--- src/rtl/rf_pkg.sv ---
// Shared types and constants for the register-file read pipeline.
// Optional feature macro: RF_READ_PARITY_EN (adds per-operand parity to responses).
package rf_pkg;

   localparam int NREGS    = 32;
   localparam int DW       = 64;
   localparam int TAGW     = 6;
   localparam int AW       = $clog2(NREGS);
   localparam int ZERO_REG = NREGS - 1;

   typedef logic [AW-1:0] reg_idx_t;

   localparam reg_idx_t ZERO_IDX = reg_idx_t'(ZERO_REG);

   // One buffered response: operand snapshots plus the request's tag.
   typedef struct packed {
      logic [DW-1:0]   a;
      logic [DW-1:0]   b;
      logic [TAGW-1:0] tag;
`ifdef RF_READ_PARITY_EN
      logic            par_a;
      logic            par_b;
`endif
   } rf_rsp_t;

   // Occupancy of the 2-entry response buffer.
   typedef enum logic [1:0] {
      CNT_EMPTY = 2'd0,
      CNT_ONE   = 2'd1,
      CNT_FULL  = 2'd2
   } fifo_cnt_e;

   // Even parity of an operand is the XOR reduction of its bits.
   function automatic logic even_parity(input logic [DW-1:0] d);
      return ^d;
   endfunction

endpackage

--- src/rtl/regfile_read_pipe_if.sv ---
// Bundle of write port, read-request channel and response channel.
// Optional feature macro: RF_READ_PARITY_EN (adds rsp_par_a / rsp_par_b).
interface regfile_read_pipe_if;
   import rf_pkg::*;

   logic            wr_en;
   reg_idx_t        wr_addr;
   logic [DW-1:0]   wr_data;

   logic            req_valid;
   logic            req_ready;
   reg_idx_t        req_ra;
   reg_idx_t        req_rb;
   logic [TAGW-1:0] req_tag;

   logic            rsp_valid;
   logic            rsp_ready;
   logic [DW-1:0]   rsp_a;
   logic [DW-1:0]   rsp_b;
   logic [TAGW-1:0] rsp_tag;
`ifdef RF_READ_PARITY_EN
   logic            rsp_par_a;
   logic            rsp_par_b;
`endif

   modport master (
      output wr_en, wr_addr, wr_data,
      output req_valid, req_ra, req_rb, req_tag,
      output rsp_ready,
      input  req_ready,
      input  rsp_valid, rsp_a, rsp_b, rsp_tag
`ifdef RF_READ_PARITY_EN
      , input rsp_par_a, rsp_par_b
`endif
   );

   modport slave (
      input  wr_en, wr_addr, wr_data,
      input  req_valid, req_ra, req_rb, req_tag,
      input  rsp_ready,
      output req_ready,
      output rsp_valid, rsp_a, rsp_b, rsp_tag
`ifdef RF_READ_PARITY_EN
      , output rsp_par_a, rsp_par_b
`endif
   );

endinterface

--- src/rtl/rf_rsp_fifo2.sv ---
// Two-entry ordered response buffer; the head entry drives the outputs.
// A full buffer still accepts when the head is popped in the same cycle.
module rf_rsp_fifo2
   import rf_pkg::*;
(
   input  logic    clk,
   input  logic    rst,
   input  logic    in_valid,
   output logic    in_ready,
   input  rf_rsp_t in_data,
   output logic    out_valid,
   input  logic    out_ready,
   output rf_rsp_t out_data
);

   fifo_cnt_e state;
   fifo_cnt_e state_nxt;
   rf_rsp_t   head_q;
   rf_rsp_t   tail_q;
   logic      push;
   logic      pop;

   assign push     = in_valid && in_ready;
   assign pop      = out_valid && out_ready;
   assign out_data = head_q;

   // Occupancy register; reset empties the buffer immediately.
   always_ff @(posedge clk or posedge rst) begin
      if (rst) state <= CNT_EMPTY;
      else     state <= state_nxt;
   end

   // Occupancy moves up on push-only, down on pop-only, holds otherwise.
   always_comb begin
      state_nxt = state;
      case (state)
         CNT_EMPTY: if (push)          state_nxt = CNT_ONE;
         CNT_ONE: begin
            if (push && !pop)          state_nxt = CNT_FULL;
            else if (pop && !push)     state_nxt = CNT_EMPTY;
         end
         CNT_FULL:  if (pop && !push)  state_nxt = CNT_ONE;
         default:                      state_nxt = CNT_EMPTY;
      endcase
   end

   // Handshake flags depend only on occupancy and the consumer's ready.
   always_comb begin
      out_valid = (state != CNT_EMPTY);
      in_ready  = (state != CNT_FULL) || out_ready;
   end

   // Entry storage: a pop shifts tail into head, new data fills the next free slot.
   always_ff @(posedge clk or posedge rst) begin
      if (rst) begin
         head_q <= '0;
         tail_q <= '0;
      end else begin
         case (state)
            CNT_EMPTY: if (push) head_q <= in_data;
            CNT_ONE: begin
               if (push && pop) head_q <= in_data;
               else if (push)   tail_q <= in_data;
            end
            CNT_FULL: begin
               if (pop) begin
                  head_q <= tail_q;
                  if (push) tail_q <= in_data;
               end
            end
            default: ;
         endcase
      end
   end

endmodule

--- src/rtl/regfile_read_pipe.sv ---
// Register-file read side: 32 x 64-bit storage, one write port, a handshaked
// two-operand read with same-cycle write bypass and a 2-entry response buffer.
// X31 is hard-wired to zero. Optional feature macro: RF_READ_PARITY_EN.
module regfile_read_pipe
   import rf_pkg::*;
(
   input  logic                clk,
   input  logic                rst,
   regfile_read_pipe_if.slave  bus
);

   logic [DW-1:0] mem [NREGS];
   logic          wr_ok;
   logic [DW-1:0] opnd_a;
   logic [DW-1:0] opnd_b;
   rf_rsp_t       snap;
   rf_rsp_t       head;

   assign wr_ok = bus.wr_en && (bus.wr_addr != ZERO_IDX);

   // Register storage; the zero register is never written.
   always_ff @(posedge clk or posedge rst) begin
      if (rst) begin
         for (int i = 0; i < NREGS; i++) mem[i] <= '0;
      end else if (wr_ok) begin
         mem[bus.wr_addr] <= bus.wr_data;
      end
   end

   // Operand snapshot: zero register first, then same-cycle write bypass, then storage.
   always_comb begin
      opnd_a = mem[bus.req_ra];
      if (bus.req_ra == ZERO_IDX)                  opnd_a = '0;
      else if (wr_ok && bus.wr_addr == bus.req_ra) opnd_a = bus.wr_data;

      opnd_b = mem[bus.req_rb];
      if (bus.req_rb == ZERO_IDX)                  opnd_b = '0;
      else if (wr_ok && bus.wr_addr == bus.req_rb) opnd_b = bus.wr_data;

      snap     = '0;
      snap.a   = opnd_a;
      snap.b   = opnd_b;
      snap.tag = bus.req_tag;
`ifdef RF_READ_PARITY_EN
      snap.par_a = even_parity(opnd_a);
      snap.par_b = even_parity(opnd_b);
`endif
   end

   rf_rsp_fifo2 u_fifo (
      .clk       (clk),
      .rst       (rst),
      .in_valid  (bus.req_valid),
      .in_ready  (bus.req_ready),
      .in_data   (snap),
      .out_valid (bus.rsp_valid),
      .out_ready (bus.rsp_ready),
      .out_data  (head)
   );

   assign bus.rsp_a   = head.a;
   assign bus.rsp_b   = head.b;
   assign bus.rsp_tag = head.tag;
`ifdef RF_READ_PARITY_EN
   assign bus.rsp_par_a = head.par_a;
   assign bus.rsp_par_b = head.par_b;
`endif

endmodule

--- src/flat_wrapper.sv ---
// flat-port wrapper written by rule: the top's interface ports become plain ports
module regfile_read_pipe_flat import rf_pkg::*;
  (clk, rst, bus_wr_en, bus_wr_addr, bus_wr_data, bus_req_valid, bus_req_ra, bus_req_rb, bus_req_tag, bus_rsp_ready, bus_req_ready, bus_rsp_valid, bus_rsp_a, bus_rsp_b, bus_rsp_tag);
  regfile_read_pipe_if bus_i ();
  input  logic clk;
  input  logic rst;
  input wire logic [$bits(bus_i.wr_en)-1:0] bus_wr_en;
  input wire logic [$bits(bus_i.wr_addr)-1:0] bus_wr_addr;
  input wire logic [$bits(bus_i.wr_data)-1:0] bus_wr_data;
  input wire logic [$bits(bus_i.req_valid)-1:0] bus_req_valid;
  input wire logic [$bits(bus_i.req_ra)-1:0] bus_req_ra;
  input wire logic [$bits(bus_i.req_rb)-1:0] bus_req_rb;
  input wire logic [$bits(bus_i.req_tag)-1:0] bus_req_tag;
  input wire logic [$bits(bus_i.rsp_ready)-1:0] bus_rsp_ready;
  output wire logic [$bits(bus_i.req_ready)-1:0] bus_req_ready;
  output wire logic [$bits(bus_i.rsp_valid)-1:0] bus_rsp_valid;
  output wire logic [$bits(bus_i.rsp_a)-1:0] bus_rsp_a;
  output wire logic [$bits(bus_i.rsp_b)-1:0] bus_rsp_b;
  output wire logic [$bits(bus_i.rsp_tag)-1:0] bus_rsp_tag;
  assign bus_i.wr_en = bus_wr_en;
  assign bus_i.wr_addr = bus_wr_addr;
  assign bus_i.wr_data = bus_wr_data;
  assign bus_i.req_valid = bus_req_valid;
  assign bus_i.req_ra = bus_req_ra;
  assign bus_i.req_rb = bus_req_rb;
  assign bus_i.req_tag = bus_req_tag;
  assign bus_i.rsp_ready = bus_rsp_ready;
  assign bus_req_ready = bus_i.req_ready;
  assign bus_rsp_valid = bus_i.rsp_valid;
  assign bus_rsp_a = bus_i.rsp_a;
  assign bus_rsp_b = bus_i.rsp_b;
  assign bus_rsp_tag = bus_i.rsp_tag;
  regfile_read_pipe u_core (.clk(clk), .rst(rst), .bus(bus_i));
endmodule
--- config.mk ---
export PLATFORM = sky130hd
export DESIGN_NAME = regfile_read_pipe_flat
export DESIGN_NICKNAME = d
export VERILOG_FILES = /design/src/rtl/rf_pkg.sv /design/src/rtl/regfile_read_pipe_if.sv /design/src/rtl/rf_rsp_fifo2.sv /design/src/rtl/regfile_read_pipe.sv /design/src/flat_wrapper.sv
export SDC_FILE = /design/constraint.sdc
export NUM_CORES = 2
export LEC_CHECK = 0
export BUFFER_PORTS_ARGS = -buffer_cell sky130_fd_sc_hd__clkbuf_2
export CORE_ASPECT_RATIO = 0.8
export CORE_MARGIN = 2
export CORE_UTILIZATION = 65
export DETAILED_ROUTE_END_ITERATION = 8
export PLACE_DENSITY = 0.81
export SLEW_MARGIN = 10
export SYNTH_ARGS = -nofsm -noshare
export SYNTH_HDL_FRONTEND = slang
export SYNTH_SLANG_ARGS = --single-unit
export TNS_END_PERCENT = 100
--- constraint.sdc ---
create_clock -name clk -period 128.9 [get_ports clk]
set_clock_uncertainty 0.1 [all_clocks]
set_input_delay 12.89 -clock clk [delete_from_list [all_inputs] [get_ports clk]]
set_output_delay 12.89 -clock clk [all_outputs]
set_load 0.05 [all_outputs]
==> out/results.ini <==
[status]
run_status = finished clean

[clock_network]
tritoncts.num_buffers = 219
clk_latency_ns = 0.90
clock_sinks = 2318
cts-resized-gates = 0
path_clk_slew_ns = 0.06
cts_root_buf = clkbuf_16
h-tree-depth = 4
cts_buffer_depth = 3
cts_setup_buffers = 0
cts.hold.buffers_added = 0
cts_tree = done

[floorplanning]
io-pin-count = 226
die_h_um = 389
die_width_um = 485
initial_core_util_pct = 65.3
core_um2 = 184000
fp.dieArea_um2 = 189000
rows = 141

[min_path]
hp-class = reg2reg
min_from = u_core.mem[27]

[sta]
hold_violations = 0
worst_slack_ns = 102.35
drv_slew = 0
max_freq_mhz = 37.7
worstMarginPinSlew_ns = 1.45
finalSetupViolCount = 0
rsz0062_at_grt = no
tns_ns = 0
period_needed_ns = 26.55
finalCritPeriodShare_pct = 20.6
slew_headroom_pct = 2.73

[critical_path]
end_kind = output pin
crit_chain = clkbuf_2 -> or2_2 -> clkbuf_2
cp-startpoint = bus_rsp_ready
cp_common_cell = clkbuf_2
cpPeakStageDelay_ns = 0.31
cp.arrival_ns = 13.56
crit_path_top_delay_cell = or2_2
worstSetupPathType = in2out
worstPathMaxFanout = 3
cp_top_family = buffers and inverters
r2r_start = u_core.u_fifo.state[0]
required_ns = 115.91
critPathBufInv = 2
startpoint_type = input port

[final_layout]
drive_gt1_share_pct = 38.8
fin_nets = 8818
seq_area_um2 = 58000
multi_input_area_um2 = 58000
area_growth_pct = 7.67
n_fill_cell = 12100

[placement]
io_buffer_count = 225
dp.final_hpwl_um = 230000
preCtsSetupSlack_ns = 102.36
finalWeightedCongestion = 0.887

[route]
first_iter_violations = 13100
wirelength_um = 427000
drc = 0
vias_per_cell = 7.76
routedWlPerCell_um = 37.5
num_vias = 88300
detail-route-antenna-nets = 0
first_pass_iters = 6

[yosys]
syn_nets = 9171
ys_warn_count = 0
synth_ff_type = dfrtp_1
netlist_instances = 9078
async_reset_ff_share_pct = 100
synth_cell_types = 70
synth-seq-cells = 2318
synth_area_um2 = 120000
synth_edf_count = 0
synth-seq-area-share_pct = 48.2
avgSynthCellArea_um2 = 13.3

[flow_run]
maxCapViolCount = 0

[global_routing]
first_global_vias = 88500
antenna_found_initial = 33
grt_overflow = 0
grt_util_all_layers_pct = 44.9
grt_first_pass_wirelength_um = 615000
grt_max_degree = 187

[pwr]
powerDensity_nw_per_um2 = 17.9
ir_worst_vdd_mv = 0.0134
leakagePower_nw = 57.9

[Yosys cell counts, drive strengths merged, types with 46 or more instances]
cell    number  share of area [%]
nand2      282               0.88
o22ai      466                2.4
a21oi      191               0.80
buf        445                2.3
mux2      2086                 20
a221oi      77               0.56
mux2i      950                7.9
nor3       120               0.51
a22oi      117               0.73
nand3      109               0.47
o31ai       46               0.33
o21ai       85               0.35
dfrtp     2318                 48
nor2       242               0.76
a22o        65               0.47
and3        56               0.29
clkbuf     548                1.7
o211ai     130               0.81
mux4       492                9.2
[sequential cells by signal, indices dropped and copies added (netlist names)]
register	count
u_core.u_fifo.state	2
u_core.mem	2048
u_core.u_fifo.out_data	134
u_core.u_fifo.tail_q	134
[cell families after synthesis]
logic type      share of synthesized area, %
flops                                   48.2
mux                                     36.6
compound gates                          7.54
buf+inv                                 3.99
xor+xnor                              0.0728
simple gates                            3.55
fa+ha+maj                             0.0312
[final timing paths]
| kind | end | slack (ns) | cells after the start |
|---|---|---|---|
| min in group asynchronous | u_core.mem[388] | 12.09 | 2 |
| setup / recovery | bus_req_ready | 102.35 | 3 |
| hold / removal | u_core.mem[27] | 0.30 | 0 |
| max in group asynchronous | u_core.mem[1509] | 112.25 | 6 |
| setup reg to reg | u_core.u_fifo.tail_q[39] | 124.04 | 10 |
| hold reg to reg | u_core.mem[27] | 0.30 | 0 |
[report_power, final]
group | internal, mW | switching (mW) | total [mW]
Combinational | 0.256 | 0.348 | 0.604
Clock | 0.399 | 0.297 | 0.696
Sequential | 0.890 | 0.128 | 1.02
Total | 1.54 | 0.774 | 2.32
[through the flow]
| stage | std cells | utilization, % | instance area, µm² | hold slack (ns) | total power [mW] |
|---|---|---|---|---|---|
| 2_1_floorplan | 9078 | - | 120000 | 0.340 | 1.43 |
| 3_3_place_gp | 10900 | 66.1 | 122000 | 0.281 | 1.58 |
| 3_5_place_dp | 10900 | 66.1 | 122000 | 0.287 | 1.61 |
| 4_1_cts | 11300 | 70.3 | 130000 | 0.300 | 2.30 |
| 5_1_grt | 11400 | 70.3 | 130000 | 0.309 | 2.39 |
| 6_report | 11400 | 70.3 | 130000 | 0.300 | 2.32 |
[layer usage]
layer | global-route usage, % | share of wire (%) | up-vias
met5 | 0 | 0.033 | -
met2 | 62.9 | 42 | 7377
met3 | 17.4 | 15 | 1990
met1 | 57.4 | 35 | 45200
met4 | 31.5 | 8.3 | 22
li1 | - | - | 33700
[cell usage in the layout (no fill, tap or decap), types with 36 or more instances in the layout]
master	n
a21oi_1	190
a221o_1	42
a221oi_1	77
a22o_1	65
a22oi_1	117
and3_1	53
buf_4	181
clkbuf_1	40
clkbuf_16	222
clkbuf_2	218
clkbuf_8	48
clkinv_2	46
dfrtp_1	2318
mux2_2	2086
mux2i_1	950
mux4_2	488
nand2_1	270
nand3_1	102
nor2_1	229
nor3_1	115
o211ai_1	130
o21ai_0	46
o21ai_1	39
o22ai_1	466
o31ai_1	36
[layout make-up]
cell class | instances | area share, %
diodes | 32 | 0.0618
clock buffers | 310 | 4.91
clock inverters | 94 | 0.977
inverters | 10 | 0.0367
multi-input cells | 5757 | 44.7
flip-flops and latches | 2318 | 44.8
well taps | 2431 | 2.35
repair buffers | 419 | 2.17
Power figures use the tool's default switching activity.
